## config.mk

```make
export PLATFORM = sky130hd
export DESIGN_NAME = punc_control
export DESIGN_NICKNAME = d
export VERILOG_FILES = /design/src/rtl/punc_control_pkg.sv /design/src/rtl/punc_control_decode.sv /design/src/rtl/punc_control.sv
export SDC_FILE = /design/constraint.sdc
export NUM_CORES = 1
export LEC_CHECK = 0
export ABC_AREA = 1
export BUFFER_PORTS_ARGS = -buffer_cell sky130_fd_sc_hd__buf_2
export CORE_ASPECT_RATIO = 0.8
export CORE_MARGIN = 2
export CORE_UTILIZATION = 30
export CTS_BUF_LIST = sky130_fd_sc_hd__clkbuf_4 sky130_fd_sc_hd__clkbuf_8
export DETAILED_ROUTE_END_ITERATION = 12
export PLACE_DENSITY = 0.67
export SYNTH_ARGS = -nofsm -noshare
export SYNTH_HDL_FRONTEND = slang
export SYNTH_SLANG_ARGS = --single-unit
```

## constraint.sdc

```tcl
create_clock -name clk -period 2.6 [get_ports clk]
set_clock_uncertainty 0.1 [all_clocks]
set_input_delay 0.13 -clock clk [delete_from_list [all_inputs] [get_ports clk]]
set_output_delay 0.13 -clock clk [all_outputs]
set_load 0.05 [all_outputs]
```

## src/rtl/punc_control_pkg.sv

```systemverilog
// Shared definitions for the PUnC LC3 control unit and datapath: FSM state
// encoding, opcodes, branch-condition bit indices, datapath select encodings
// and the packed control-strobe bundle.
package punc_control_pkg;

   typedef enum logic [2:0] {
      ST_FETCH,
      ST_DECODE,
      ST_EXECUTE,
      ST_EXECUTE2,
      ST_HALT
   } state_t;

   localparam logic [3:0] OP_BR   = 4'b0000;
   localparam logic [3:0] OP_ADD  = 4'b0001;
   localparam logic [3:0] OP_LD   = 4'b0010;
   localparam logic [3:0] OP_ST   = 4'b0011;
   localparam logic [3:0] OP_JSR  = 4'b0100;
   localparam logic [3:0] OP_AND  = 4'b0101;
   localparam logic [3:0] OP_LDR  = 4'b0110;
   localparam logic [3:0] OP_STR  = 4'b0111;
   localparam logic [3:0] OP_RTI  = 4'b1000;
   localparam logic [3:0] OP_NOT  = 4'b1001;
   localparam logic [3:0] OP_LDI  = 4'b1010;
   localparam logic [3:0] OP_STI  = 4'b1011;
   localparam logic [3:0] OP_JMP  = 4'b1100;
   localparam logic [3:0] OP_RSV  = 4'b1101;
   localparam logic [3:0] OP_LEA  = 4'b1110;
   localparam logic [3:0] OP_TRAP = 4'b1111;

   localparam int BR_N = 11;
   localparam int BR_Z = 10;
   localparam int BR_P = 9;

   localparam logic [1:0] PC_SEL_OFF9   = 2'b00;
   localparam logic [1:0] PC_SEL_OFF11  = 2'b01;
   localparam logic [1:0] PC_SEL_RQ     = 2'b10;

   localparam logic [1:0] RADDR_PC      = 2'b00;
   localparam logic [1:0] RADDR_OFF9    = 2'b01;
   localparam logic [1:0] RADDR_TEMP    = 2'b10;
   localparam logic [1:0] RADDR_RQ_OFF6 = 2'b11;

   localparam logic [1:0] WADDR_OFF9    = 2'b00;
   localparam logic [1:0] WADDR_RQ_OFF6 = 2'b01;
   localparam logic [1:0] WADDR_TEMP    = 2'b10;

   localparam logic [1:0] WDATA_ALU     = 2'b00;
   localparam logic [1:0] WDATA_MEM     = 2'b01;
   localparam logic [1:0] WDATA_PC      = 2'b10;
   localparam logic [1:0] WDATA_OFF9    = 2'b11;

   localparam logic       WREG_IR       = 1'b0;
   localparam logic       WREG_R7       = 1'b1;

   localparam logic       RP_IR11       = 1'b0;
   localparam logic       RP_IR2        = 1'b1;

   localparam logic [1:0] ALU_ADD       = 2'b00;
   localparam logic [1:0] ALU_AND       = 2'b01;
   localparam logic [1:0] ALU_NOT       = 2'b10;
   localparam logic [1:0] ALU_PASS_A    = 2'b11;

   localparam logic       ALU_A_RP      = 1'b0;
   localparam logic       ALU_A_IMM     = 1'b1;

   typedef struct packed {
      logic       pc_ld;
      logic       pc_clr;
      logic       pc_inc;
      logic [1:0] pc_sel;
      logic       ir_ld;
      logic       ir_clr;
      logic       dmem_rd;
      logic       dmem_wr;
      logic [1:0] dmem_r_addr_sel;
      logic [1:0] dmem_w_addr_sel;
      logic [1:0] rf_w_data_sel;
      logic       rf_w_addr_sel;
      logic       rf_w_wr;
      logic       rf_rp_addr_sel;
      logic       rf_rp_rd;
      logic       rf_rq_rd;
      logic       temp_ld;
      logic       nzp_ld;
      logic       nzp_clr;
      logic [1:0] alu_sel;
      logic       alu_in_a_sel;
      logic       halted;
   } ctrl_t;

   // Opcodes that stop the machine instead of executing.
   function automatic logic is_halt_op(input logic [3:0] op);
      return (op == OP_TRAP) || (op == OP_RTI) || (op == OP_RSV);
   endfunction

   // Opcodes that need the second, indirect execute cycle.
   function automatic logic is_indirect(input logic [3:0] op);
      return (op == OP_LDI) || (op == OP_STI);
   endfunction

endpackage

```

## src/rtl/punc_control_decode.sv

```systemverilog
// Combinational map from FSM state and instruction fields to the full set
// of datapath control strobes. Everything not explicitly driven stays 0.
module punc_control_decode
   import punc_control_pkg::*;
(
   input  state_t     state,
   input  logic [3:0] opcode,
   input  logic       ir_bit11,
   input  logic       ir_bit5,
   input  logic       nzp_match,
   output ctrl_t      ctrl
);

   // Moore decode of the strobe bundle for the current state and opcode
   always_comb begin
      ctrl = '0;
      case (state)
         ST_FETCH: begin
            ctrl.dmem_rd         = 1'b1;
            ctrl.dmem_r_addr_sel = RADDR_PC;
            ctrl.ir_ld           = 1'b1;
            ctrl.pc_inc          = 1'b1;
         end
         ST_EXECUTE: begin
            case (opcode)
               OP_ADD, OP_AND: begin
                  ctrl.alu_sel        = (opcode == OP_AND) ? ALU_AND : ALU_ADD;
                  ctrl.alu_in_a_sel   = ir_bit5 ? ALU_A_IMM : ALU_A_RP;
                  ctrl.rf_rp_addr_sel = RP_IR2;
                  ctrl.rf_rp_rd       = ~ir_bit5;
                  ctrl.rf_rq_rd       = 1'b1;
                  ctrl.rf_w_wr        = 1'b1;
                  ctrl.nzp_ld         = 1'b1;
               end
               OP_NOT: begin
                  ctrl.alu_sel  = ALU_NOT;
                  ctrl.rf_rq_rd = 1'b1;
                  ctrl.rf_w_wr  = 1'b1;
                  ctrl.nzp_ld   = 1'b1;
               end
               OP_LD, OP_LDR: begin
                  ctrl.dmem_r_addr_sel = (opcode == OP_LDR) ? RADDR_RQ_OFF6 : RADDR_OFF9;
                  ctrl.rf_rq_rd        = (opcode == OP_LDR);
                  ctrl.rf_w_data_sel   = WDATA_MEM;
                  ctrl.rf_w_wr         = 1'b1;
                  ctrl.nzp_ld          = 1'b1;
               end
               OP_LEA: begin
                  ctrl.rf_w_data_sel = WDATA_OFF9;
                  ctrl.rf_w_wr       = 1'b1;
                  ctrl.nzp_ld        = 1'b1;
               end
               OP_ST, OP_STR: begin
                  ctrl.dmem_wr         = 1'b1;
                  ctrl.dmem_w_addr_sel = (opcode == OP_STR) ? WADDR_RQ_OFF6 : WADDR_OFF9;
                  ctrl.rf_rp_addr_sel  = RP_IR11;
                  ctrl.rf_rp_rd        = 1'b1;
                  ctrl.rf_rq_rd        = (opcode == OP_STR);
               end
               OP_BR: begin
                  ctrl.pc_sel = PC_SEL_OFF9;
                  ctrl.pc_ld  = nzp_match;
               end
               OP_JMP: begin
                  ctrl.pc_sel   = PC_SEL_RQ;
                  ctrl.pc_ld    = 1'b1;
                  ctrl.rf_rq_rd = 1'b1;
               end
               OP_JSR: begin
                  ctrl.pc_sel        = ir_bit11 ? PC_SEL_OFF11 : PC_SEL_RQ;
                  ctrl.rf_rq_rd      = ~ir_bit11;
                  ctrl.pc_ld         = 1'b1;
                  ctrl.rf_w_addr_sel = WREG_R7;
                  ctrl.rf_w_data_sel = WDATA_PC;
                  ctrl.rf_w_wr       = 1'b1;
               end
               OP_LDI, OP_STI: begin
                  ctrl.dmem_r_addr_sel = RADDR_OFF9;
                  ctrl.temp_ld         = 1'b1;
               end
               default: ctrl = '0;
            endcase
         end
         ST_EXECUTE2: begin
            if (opcode == OP_LDI) begin
               ctrl.dmem_r_addr_sel = RADDR_TEMP;
               ctrl.rf_w_data_sel   = WDATA_MEM;
               ctrl.rf_w_wr         = 1'b1;
               ctrl.nzp_ld          = 1'b1;
            end else if (opcode == OP_STI) begin
               ctrl.dmem_wr         = 1'b1;
               ctrl.dmem_w_addr_sel = WADDR_TEMP;
               ctrl.rf_rp_addr_sel  = RP_IR11;
               ctrl.rf_rp_rd        = 1'b1;
            end
         end
         ST_HALT: ctrl.halted = 1'b1;
         default: ctrl = '0;
      endcase
   end

endmodule

```

## src/rtl/punc_control.sv

```systemverilog
// PUnC LC3 control unit: fetch/decode/execute FSM driving the datapath.
// Optional retired-instruction counter enabled by PUNC_INSTR_COUNT_EN.
module punc_control
   import punc_control_pkg::*;
(
   input  logic        clk,
   input  logic        rst,
   input  logic [15:0] ir_out,
   input  logic        nzp_match,
   output logic        pc_ld,
   output logic        pc_clr,
   output logic        pc_inc,
   output logic [1:0]  pc_sel,
   output logic        ir_ld,
   output logic        ir_clr,
   output logic        dmem_rd,
   output logic        dmem_wr,
   output logic [1:0]  dmem_r_addr_sel,
   output logic [1:0]  dmem_w_addr_sel,
   output logic [1:0]  rf_w_data_sel,
   output logic        rf_w_addr_sel,
   output logic        rf_w_wr,
   output logic        rf_rp_addr_sel,
   output logic        rf_rp_rd,
   output logic        rf_rq_rd,
   output logic        temp_ld,
   output logic        nzp_ld,
   output logic        nzp_clr,
   output logic [1:0]  alu_sel,
   output logic        alu_in_a_sel,
   output logic        halted
`ifdef PUNC_INSTR_COUNT_EN
   ,output logic [15:0] instr_count
`endif
);

   state_t     state;
   state_t     next_state;
   ctrl_t      dec_ctrl;
   ctrl_t      ctrl;
   logic [3:0] opcode;
   logic       unused_ir;

   assign opcode    = ir_out[15:12];
   assign unused_ir = ^{ir_out[10:6], ir_out[4:0]};

   punc_control_decode u_decode (
      .state     (state),
      .opcode    (opcode),
      .ir_bit11  (ir_out[11]),
      .ir_bit5   (ir_out[5]),
      .nzp_match (nzp_match),
      .ctrl      (dec_ctrl)
   );

   // State register; reset always restarts at FETCH, which also leaves HALT
   always_ff @(posedge clk) begin
      if (rst) state <= ST_FETCH;
      else     state <= next_state;
   end

   // Sequencing: one execute cycle, two for the indirect memory opcodes
   always_comb begin
      next_state = state;
      case (state)
         ST_FETCH:    next_state = ST_DECODE;
         ST_DECODE:   next_state = is_halt_op(opcode) ? ST_HALT : ST_EXECUTE;
         ST_EXECUTE:  next_state = is_indirect(opcode) ? ST_EXECUTE2 : ST_FETCH;
         ST_EXECUTE2: next_state = ST_FETCH;
         ST_HALT:     next_state = ST_HALT;
         default:     next_state = ST_FETCH;
      endcase
   end

   // Reset overrides the decoded strobes so an in-flight instruction commits nothing
   always_comb begin
      ctrl = dec_ctrl;
      if (rst) begin
         ctrl         = '0;
         ctrl.pc_clr  = 1'b1;
         ctrl.ir_clr  = 1'b1;
         ctrl.nzp_clr = 1'b1;
      end
   end

   assign pc_ld           = ctrl.pc_ld;
   assign pc_clr          = ctrl.pc_clr;
   assign pc_inc          = ctrl.pc_inc;
   assign pc_sel          = ctrl.pc_sel;
   assign ir_ld           = ctrl.ir_ld;
   assign ir_clr          = ctrl.ir_clr;
   assign dmem_rd         = ctrl.dmem_rd;
   assign dmem_wr         = ctrl.dmem_wr;
   assign dmem_r_addr_sel = ctrl.dmem_r_addr_sel;
   assign dmem_w_addr_sel = ctrl.dmem_w_addr_sel;
   assign rf_w_data_sel   = ctrl.rf_w_data_sel;
   assign rf_w_addr_sel   = ctrl.rf_w_addr_sel;
   assign rf_w_wr         = ctrl.rf_w_wr;
   assign rf_rp_addr_sel  = ctrl.rf_rp_addr_sel;
   assign rf_rp_rd        = ctrl.rf_rp_rd;
   assign rf_rq_rd        = ctrl.rf_rq_rd;
   assign temp_ld         = ctrl.temp_ld;
   assign nzp_ld          = ctrl.nzp_ld;
   assign nzp_clr         = ctrl.nzp_clr;
   assign alu_sel         = ctrl.alu_sel;
   assign alu_in_a_sel    = ctrl.alu_in_a_sel;
   assign halted          = ctrl.halted;

`ifdef PUNC_INSTR_COUNT_EN
   logic retire;

   assign retire = ((state == ST_EXECUTE) && !is_indirect(opcode)) || (state == ST_EXECUTE2);

   // Count instructions on their last execute cycle; wraps at 16 bits
   always_ff @(posedge clk) begin
      if (rst)         instr_count <= '0;
      else if (retire) instr_count <= instr_count + 16'd1;
   end
`endif

endmodule

```

Word level (Yosys, flattened, before mapping):

Cells that the tools add are included.

* add/sub/neg operators: 0
* multiply operators: 0
* div/mod/pow operators: 0
* order comparisons: 0
* equality and inequality tests: 19
* shift operators: 0
* mux-type cells: 44
* bitwise logic cells: 2
* reduce and logical (&&, ||, !) cells: 13

Operators by type and width (number)
* equality test 4 bit (second input constant): 8
* 2-to-1 mux 27 bit: 1
* 2-to-1 mux 2 bit: 11
* case mux 2 bit (2 select lines): 5
* 2-to-1 mux 1 bit: 17
* equality test 4 x 3 -> 1 bit (second input constant): 4
* case mux 3 bit (4 select lines): 1
* OR reduction 2 bit: 5
* equality test 4 x 2 -> 1 bit (second input constant): 2
* case mux 4 bit (2 select lines): 1
* OR reduction 7 bit: 1
* equality test 3 x 2 -> 1 bit (second input constant): 2
* 2-to-1 mux 3 bit: 2
* case mux 1 bit (2 select lines): 3
* case mux 2 bit (3 select lines): 1
* case mux 3 bit (2 select lines): 1
* OR reduction 6 bit: 1
* equality test 4 x 1 -> 1 bit (second input constant): 1
* logical NOT 4 bit: 1
* case mux 1 bit (4 select lines): 1
* OR reduction 4 bit: 1
* equality test 3 x 1 -> 1 bit (second input constant): 1
* equality test 3 bit (second input constant): 1
* logical NOT 3 bit: 1
* 2 further kinds: 5

* flip-flop bits (word level): 3
* bits in latches: 0
* memory bits (writable): 0
* bits in read-only memories: 0
* bits of input ports: 19
* output and inout port bits: 27
* memories kept: 0

Logic depth before layout (Yosys ltp):

Gate-level depths: netlist of run 1.

* depth after elaboration: 5
* gate-level depth with buffers: 7

Cells and area by module:

From an unflattened synthesis of run 1, not the netlist that was laid out.

* cell total of the unflattened synthesis: 152
* area total of the unflattened synthesis: 767.0 sq um

Modules (own cells, without submodules)
* punc_control: instances 1, cells each 79, area each 387.9 sq um
* punc_control_decode: instances 1, cells each 73, area each 379.1 sq um

Least setup slack after synthesis of run 1:

OpenSTA, ideal clock, no wires.

* path type: flip-flop to output port
* from: register state[2]
* to: output ir_ld
* arrival: 1.979 ns
* data required time: 2.370 ns
* path slack: 0.391 ns
* cell stages (with the launch flop): 5
* buffers on the path: 1
* cell sequence: dfxtp_1 inv_1 nand2_1 nor3_1 buf_4

* cells in the longest elaborated chain, start to end: 3

RTL lines
* start: declaration: line punc_control.sv:37 `state_t state;`
* start signal: assignment: line punc_control.sv:59 `else state <= next_state;`
* logical NOT 3 bit: line punc_control_decode.sv:17 `case (state)`
* 2-to-1 mux 1 bit
* 2-to-1 mux 27 bit: line punc_control.sv:78 `if (rst) begin`
* end: declaration: line punc_control.sv:14 `output logic ir_ld,`

Every way passes these cells.

Final worst setup path of run 1:

* from: register state[2]
* to: output dmem_r_addr_sel[1]

* cells in the longest elaborated chain, start to end: 3
* elaborated cells on any way between the ends: 4
* those cells by class: eq/ne (2); mux (2)

RTL lines
* equality test 3 x 2 -> 1 bit: line punc_control_decode.sv:17
* case mux 2 bit (2 select lines) *: line punc_control_decode.sv:17
* 2-to-1 mux 27 bit *: line punc_control.sv:78
* end: declaration: line punc_control.sv:18 `output logic [1:0] dmem_r_addr_sel,`

Every way passes the cells marked *; elsewhere a longest branch is shown, timed or not.

==> impl_summary.log, run 1 <==
INFO  metric post_cts_resize_count = 0
INFO  metric clock_sink_count = 3
INFO  metric async_flop_share = 0%
INFO  metric nets = 151
INFO  metric finalWeightedCongestion = 0.855
INFO  metric drcViolationCount = 0
INFO  metric routed_len_inst = 9.50 um
INFO  metric share_comb_of_total_power = 41.7%
INFO  metric worst_path_largest_cell_delay = 310 ps
INFO  metric fillers = 183
INFO  metric path_max_fanout = 6
INFO  metric synth_top_area_cell = nand2_1
INFO  metric dieArea = 2000 sq um
INFO  metric finalSetupViolCount = 0
INFO  metric worst_ep_arrival_time = 1570 ps
INFO  metric cellPowerDensity = 372 nW/um^2
INFO  metric vias = 716
INFO  metric setup_total_negative_slack = 0 ps
INFO  metric mappedNetlistNets = 117
INFO  metric cts_tree = done
INFO  metric hold_class = input pin to flop
INFO  metric largest_register_ffs = 3
INFO  metric grt_first_pass_wirelength = 2.39 mm
INFO  metric timing.final.crit_period = 1800 ps
INFO  metric cts_buffer_depth = 2
INFO  metric crit_path_top_delay_cell = dfxtp_1
INFO  metric slew_violations = 0
INFO  metric leading_registers_by_flop_count = state (3)
INFO  metric worst_skew_pair.late_latency = 240 ps
INFO  metric synthTopCellsByArea = nand2_1, dfxtp_1, inv_1, nor2_1, nand3_1
INFO  metric finalHoldViolCount = 0
INFO  metric power_leakage = 0.458 nW
INFO  metric ys_types = 17
INFO  metric path_cells = inv_1 -> nand2_1 -> nor2_1 -> nand4_1 -> a21oi_1 -> buf_2
INFO  metric synth_seq_cells = 3
INFO  metric placement_rows = 13
INFO  metric pin_count_of_the_biggest_net_entering_global_routing = 13
INFO  metric post-cts-setup-buffer-count = 0
INFO  metric first_iter_violations = 26
INFO  metric first_global_vias = 586
INFO  metric ctsHtreeMaxLevel = 1
INFO  metric io-pin-count = 46
INFO  metric dp_hpwl = 1.17 mm
INFO  metric wl = 1.45 mm
INFO  metric synthFlopType = dfxtp_1
INFO  metric critical-path-top-delay-family = simple AND/OR/NAND/NOR gates
INFO  metric cellInternalPower = 143 uW
INFO  metric die_w = 49.6 um
INFO  metric synth.top_cell.area_share = 18.1%
INFO  metric initial_antenna_violation_count = 0
INFO  metric vias_per_cell = 4.68
INFO  metric period_share = 69.4%
INFO  metric cts_buffers = 3
INFO  metric grt_use_total = 15.7%
INFO  metric power.share.sequential = 21.1%
INFO  metric final-instance-count-excl-fill = 153
INFO  metric area_growth_syn_to_layout = 38.2%
INFO  metric avgSynthCellArea = 5.08 sq um
INFO  metric synthesis.yosys.warnings = 0
INFO  metric initial_core_util = 31.2%
INFO  metric floorplan.die.height = 40.4 um
INFO  metric port_buffers = 35
INFO  metric mappedNetlistArea = 498 sq um
INFO  metric firstDrtPassIters = 4
INFO  metric sw_frac_of_total = 44.2%
INFO  metric number_of_enable_flip_flop_cells_after_synthesis = 0
INFO  metric syn_inst = 98
INFO  metric residual_overflow_from_global_routing = 0
INFO  metric unrepaired_setup_endpoints_after_global_routing = no
INFO  metric power.switching = 113 uW
INFO  metric drt.antenna.violating_nets = 0
INFO  metric post_cts_hold_buffer_count = 0
INFO  metric share_clk_of_total_power = 37.2%
INFO  metric cts.root.buffer_cell = clkbuf_4
INFO  metric cp_data_required_time = 2370 ps
INFO  metric clk_pin_slew = 40 ps
INFO  metric timing_worst_setup_path_type = flop to output pin
INFO  metric placeableCoreArea = 1590 sq um
INFO  metric worst_slew_pin_slew = 351 ps
INFO  metric status = finished clean
INFO  metric regMostFlops = state
INFO  metric critical_path_buf_inv_count = 2
INFO  metric antenna_cells = 0
INFO  metric total_power = 256 uW
INFO  metric placedCellCount = 149
INFO  metric synth.cells.most_frequent = nand2_1, inv_1, nor2_1
INFO  metric worst_setup_path_start_kind = flop
INFO  metric most_instantiated_library_cell_after_synthesis = nand2_1
INFO  metric slew_headroom = 76.5%
INFO  metric worst_ir_drop_vdd = 0.252 mV
INFO  metric max_freq = 554 MHz
INFO  metric worstSetupEndpointType = output pin
INFO  metric ys_seq_area_share = 12.1%
INFO  metric cap_violations = 0
INFO  metric drive_gt1_share = 35.1%
-- metrics by stage --
step / hold slack (ps) / cell area (sq um) / utilization (%) / setup slack [ps]
final: 90.5 / 688 / 43.2 / 796
after global routing: 123 / 688 / 43.2 / 619
after CTS: 87.6 / 688 / 43.2 / 806
after detailed placement: 341 / 658 / 41.3 / 1060
after global placement: 340 / 658 / 41.3 / 1050
after floorplan: 195 / 498 / - / 391
-- layout make-up --
cell class	instances	area [sq um]	share of cell area (%)
flip-flops and latches	3	60.1	8.73
multi-input cells	73	335	48.7
repair buffers	35	175	25.5
inverters	16	60.1	8.73
well taps	22	27.5	4.00
clock buffers	4	30.0	4.36
-- power by group through the flow --
stage | Clock (mW) | Sequential, mW | Combinational [mW]
finish | 0.0952 | 0.0541 | 0.107
global route | 0.101 | 0.0548 | 0.117
CTS | 0.0979 | 0.0540 | 0.107
detailed placement | 0 | 0.0547 | 0.106
global placement | 0 | 0.0545 | 0.105
floorplan | 0 | 0.0539 | 0.0881
-- layer usage --
| metal | vias up | part of all wire [%] | global-route usage [%] | wire (um) |
|---|---|---|---|---|
| met3 | 4 | 9.8 | 1.12 | 143 |
| met5 | - | 0 | 0 | 0 |
| met4 | 0 | 2.2 | 9.72 | 32 |
| met1 | 302 | 48 | 19.5 | 699 |
| li1 | 372 | - | - | - |
| met2 | 38 | 40 | 27.3 | 577 |
-- placed cells by master (no fill, tap or decap) --
cell type,count
buf_2,35
nand2_1,24
inv_1,15
nor2_1,15
nand3_1,10
a21oi_1,6
nor3_1,6
clkbuf_4,4
nand2_2,3
dfxtp_1,3
nor2_2,2
nand4_1,2
o21ai_0,2
inv_2,1
nor2_4,1
nor3b_1,1
or2_1,1
-- worst reg2reg max path: stages (launching register included) --
cell	delay, ps
dfxtp_1	340
inv_1	60
nand2_1	90
nor2_1	70
nand2_2	180
nor2_2	50
or2_1	200
-- cells by family (layout without fill, tap and decap cells) --
group,Yosys count,after routing,share of synthesized area (%)
compound gates,8,8,8.04
buf+inv,22,55,20.6
flops,3,3,12.1
simple gates,65,65,59.3
-- worst paths after layout --
| path | endpoint | cells past startpoint | start | slack (ps) |
|---|---|---|---|---|
| setup / recovery | dmem_r_addr_sel[1] | 6 | state[2]$_SDFF_PP0_ | 800 |
| hold / removal | state[1]$_SDFF_PP0_ | 2 | rst | 90 |
| setup reg to reg | state[0]$_SDFF_PP0_ | 6 | state[2]$_SDFF_PP0_ | 1380 |
| hold reg to reg | state[2]$_SDFF_PP0_ | 2 | state[2]$_SDFF_PP0_ | 440 |
No activity file was read; power rests on OpenSTA's default activity.
==> inputs of run 2 (changes only) <==
==> constraint.sdc (replaced) <==
create_clock -name clk -period 1.8 [get_ports clk]
set_clock_uncertainty 0.1 [all_clocks]
set_input_delay 0.09 -clock clk [delete_from_list [all_inputs] [get_ports clk]]
set_output_delay 0.09 -clock clk [all_outputs]
set_load 0.05 [all_outputs]
==> run 2 against run 1 <==
Critical path depth is the same; non-clock buffer count is the same; utilization grew 1.7 points; sequential share of layout area shrank 0.34 points; hold slack lost 24 ps; register-to-register slack lost 840 ps; die area is the same; flip-flop and latch count is the same; clock power grew 36%; wire length shrank 4.6%; global-route usage shrank 1.9 points; via count shrank 3.9%; highest routed layer is now met3.
==> impl_summary.log, run 2 (same netlist as run 1, synthesis figures left out) <==
INFO  metric cp_data_required_time = 1610 ps (-760 ps)
INFO  metric worstSetupEndpointType = output pin
INFO  metric grt_first_pass_wirelength = 2.17 mm (-9.2%)
INFO  metric unrepaired_setup_endpoints_after_global_routing = yes
INFO  metric port_buffers = 35 (unchanged)
INFO  metric cellPowerDensity = 510 nW/um^2 (+37%)
INFO  metric vias_per_cell = 4.50 (-3.9%)
INFO  metric io-pin-count = 46 (unchanged)
INFO  metric nets = 151 (unchanged)
INFO  metric fillers = 190 (+3.8%)
INFO  metric dieArea = 2000 sq um (unchanged)
INFO  metric initial_antenna_violation_count = 0 (unchanged)
INFO  metric cp_startpoint = state[2]$_SDFF_PP0_
INFO  metric placeableCoreArea = 1590 sq um (unchanged)
INFO  metric worst_setup_path_start_kind = flop
INFO  metric post-cts-setup-buffer-count = 0 (unchanged)
INFO  metric path_cells = inv_1 -> nand2_1 -> nor2_2 -> nand4_1 -> a21oi_1 -> buf_2
INFO  metric critical-path-top-delay-family = simple AND/OR/NAND/NOR gates
INFO  metric grt_use_total = 13.8% (-1.9 points)
INFO  metric layout.area.seq = 60.1 sq um (unchanged)
INFO  metric drive_gt1_share = 37.4% (+2.3 points)
INFO  metric worst_ir_drop_vdd = 0.347 mV (+38%)
INFO  metric pin_count_of_the_biggest_net_entering_global_routing = 13 (unchanged)
INFO  metric leading_registers_by_flop_count = state (3)
INFO  metric wl = 1.39 mm (-4.6%)
INFO  metric finalWeightedCongestion = 0.786 (-8.1%)
INFO  metric crit_path_top_delay_cell = dfxtp_1
INFO  metric slew_headroom = 83.4% (+6.9 points)
INFO  metric firstDrtPassIters = 4 (unchanged)
INFO  metric post_cts_resize_count = 0 (unchanged)
INFO  metric hold-worst-slack = 66.2 ps (-24.3 ps)
INFO  metric worst_slew_pin_slew = 247 ps (-103 ps)
INFO  metric hold_path.startpoint = rst
INFO  metric cts_tree = done
INFO  metric layout.cells.most_common = buf_2
INFO  metric layout_common_cells = buf_2, nand2_1, inv_1
INFO  metric period_share = 93.8%
INFO  metric drt.antenna.violating_nets = 0 (unchanged)
INFO  metric routed_len_inst = 9.06 um (-4.6%)
INFO  metric critical_path_buf_inv_count = 2 (unchanged)
INFO  metric clock_sink_count = 3 (unchanged)
INFO  metric regMostFlops = state
INFO  metric path_max_fanout = 6 (unchanged)
INFO  metric first_global_vias = 541 (-7.7%)
INFO  metric antenna_cells = 0 (unchanged)
INFO  metric first_iter_violations = 17 (-35%)
INFO  metric timing.final.crit_period = 1690 ps
INFO  metric status = finished clean
INFO  metric initial_core_util = 31.2% (unchanged)
INFO  metric critical_path.reg2reg.startpoint = state[2]$_SDFF_PP0_
INFO  metric residual_overflow_from_global_routing = 0 (unchanged)
INFO  metric die_w = 49.6 um (unchanged)
INFO  metric power_leakage = 0.456 nW (-0.41%)
INFO  metric drcViolationCount = 0 (unchanged)
INFO  metric worst_skew_pair.late_latency = 230 ps (about the same)
INFO  metric placement_rows = 13 (unchanged)
INFO  metric finalSetupViolCount = 0 (unchanged)
INFO  metric cts_buffers = 3 (unchanged)
INFO  metric post_cts_hold_buffer_count = 0 (unchanged)
INFO  metric slew_violations = 0 (unchanged)
INFO  metric max_freq = 592 MHz
INFO  metric dp_hpwl = 1.12 mm (-4.5%)
INFO  metric largest_register_ffs = 3 (unchanged)
INFO  metric vias = 688 (-3.9%)
INFO  metric placedCellCount = 149 (unchanged)
INFO  metric worst_ep_arrival_time = 1500 ps (-70 ps)
INFO  metric cap_violations = 0 (unchanged)
INFO  metric final-instance-count-excl-fill = 153 (unchanged)
INFO  metric cts_buffer_depth = 2 (unchanged)
INFO  metric ctsHtreeMaxLevel = 1 (unchanged)
INFO  metric clk_pin_slew = 40 ps (about the same)
INFO  metric hold_class = input pin to flop
INFO  metric worst_path_largest_cell_delay = 310 ps (about the same)
INFO  metric multiInputGateArea = 348 sq um (+3.7%)
INFO  metric area_growth_syn_to_layout = 43.7%
INFO  metric cts.root.buffer_cell = clkbuf_4
INFO  metric timing_worst_setup_path_type = flop to output pin
INFO  metric finalHoldViolCount = 0 (unchanged)
INFO  metric floorplan.die.height = 40.4 um (unchanged)
## run 2: changes by cell type in the layout (fill, tap and decap cells not counted), sizes merged
cell | previous run | this run
buf | 35 | 31
clkbuf | 4 | 8
## run 2: path summary, 6_finish.rpt
check,cells after the start,endpoint,slack [ps]
setup / recovery,6,dmem_r_addr_sel[1],110
hold / removal,2,state[1]$_SDFF_PP0_,70
setup reg to reg,6,state[0]$_SDFF_PP0_,540
hold reg to reg,2,state[2]$_SDFF_PP0_,440
## run 2: through the flow
step,cell area (sq um),TNS (ps),utilization [%],power (mW),setup WS (ps)
floorplan,508,-643,-,0.207,-161
detailed placement,668,0,41.9,0.234,272
finish,716,0,44.9,0.365,112
global route,716,-8.02,44.9,0.387,-8.02
global placement,668,0,41.9,0.233,283
CTS,698,0,43.8,0.365,9.47
## run 2: layout make-up
class / instances / share of cell area [%]
Inverter: 16 / 8.39
Tap cell: 22 / 3.85
Sequential cell: 3 / 8.39
Timing Repair Buffer: 35 / 26.6
Clock buffer: 4 / 4.20
Multi-Input combinational cell: 73 / 48.6
## run 2: where the power goes
group	switching [mW]	total, mW	leakage [nW]	internal (mW)
combinational	0.120	0.157	0.413	0.0373
clock	0.0314	0.129	0.0184	0.0979
sequential	0.00655	0.0792	0.0247	0.0727
## run 2: layer usage
metal,GRT usage [%],vias to the layer above,wire [um]
met1,20.0,293,713
met3,0,0,69
met4,4.17,0,0
li1,-,371,-
met5,0,-,0
met2,22.7,24,603
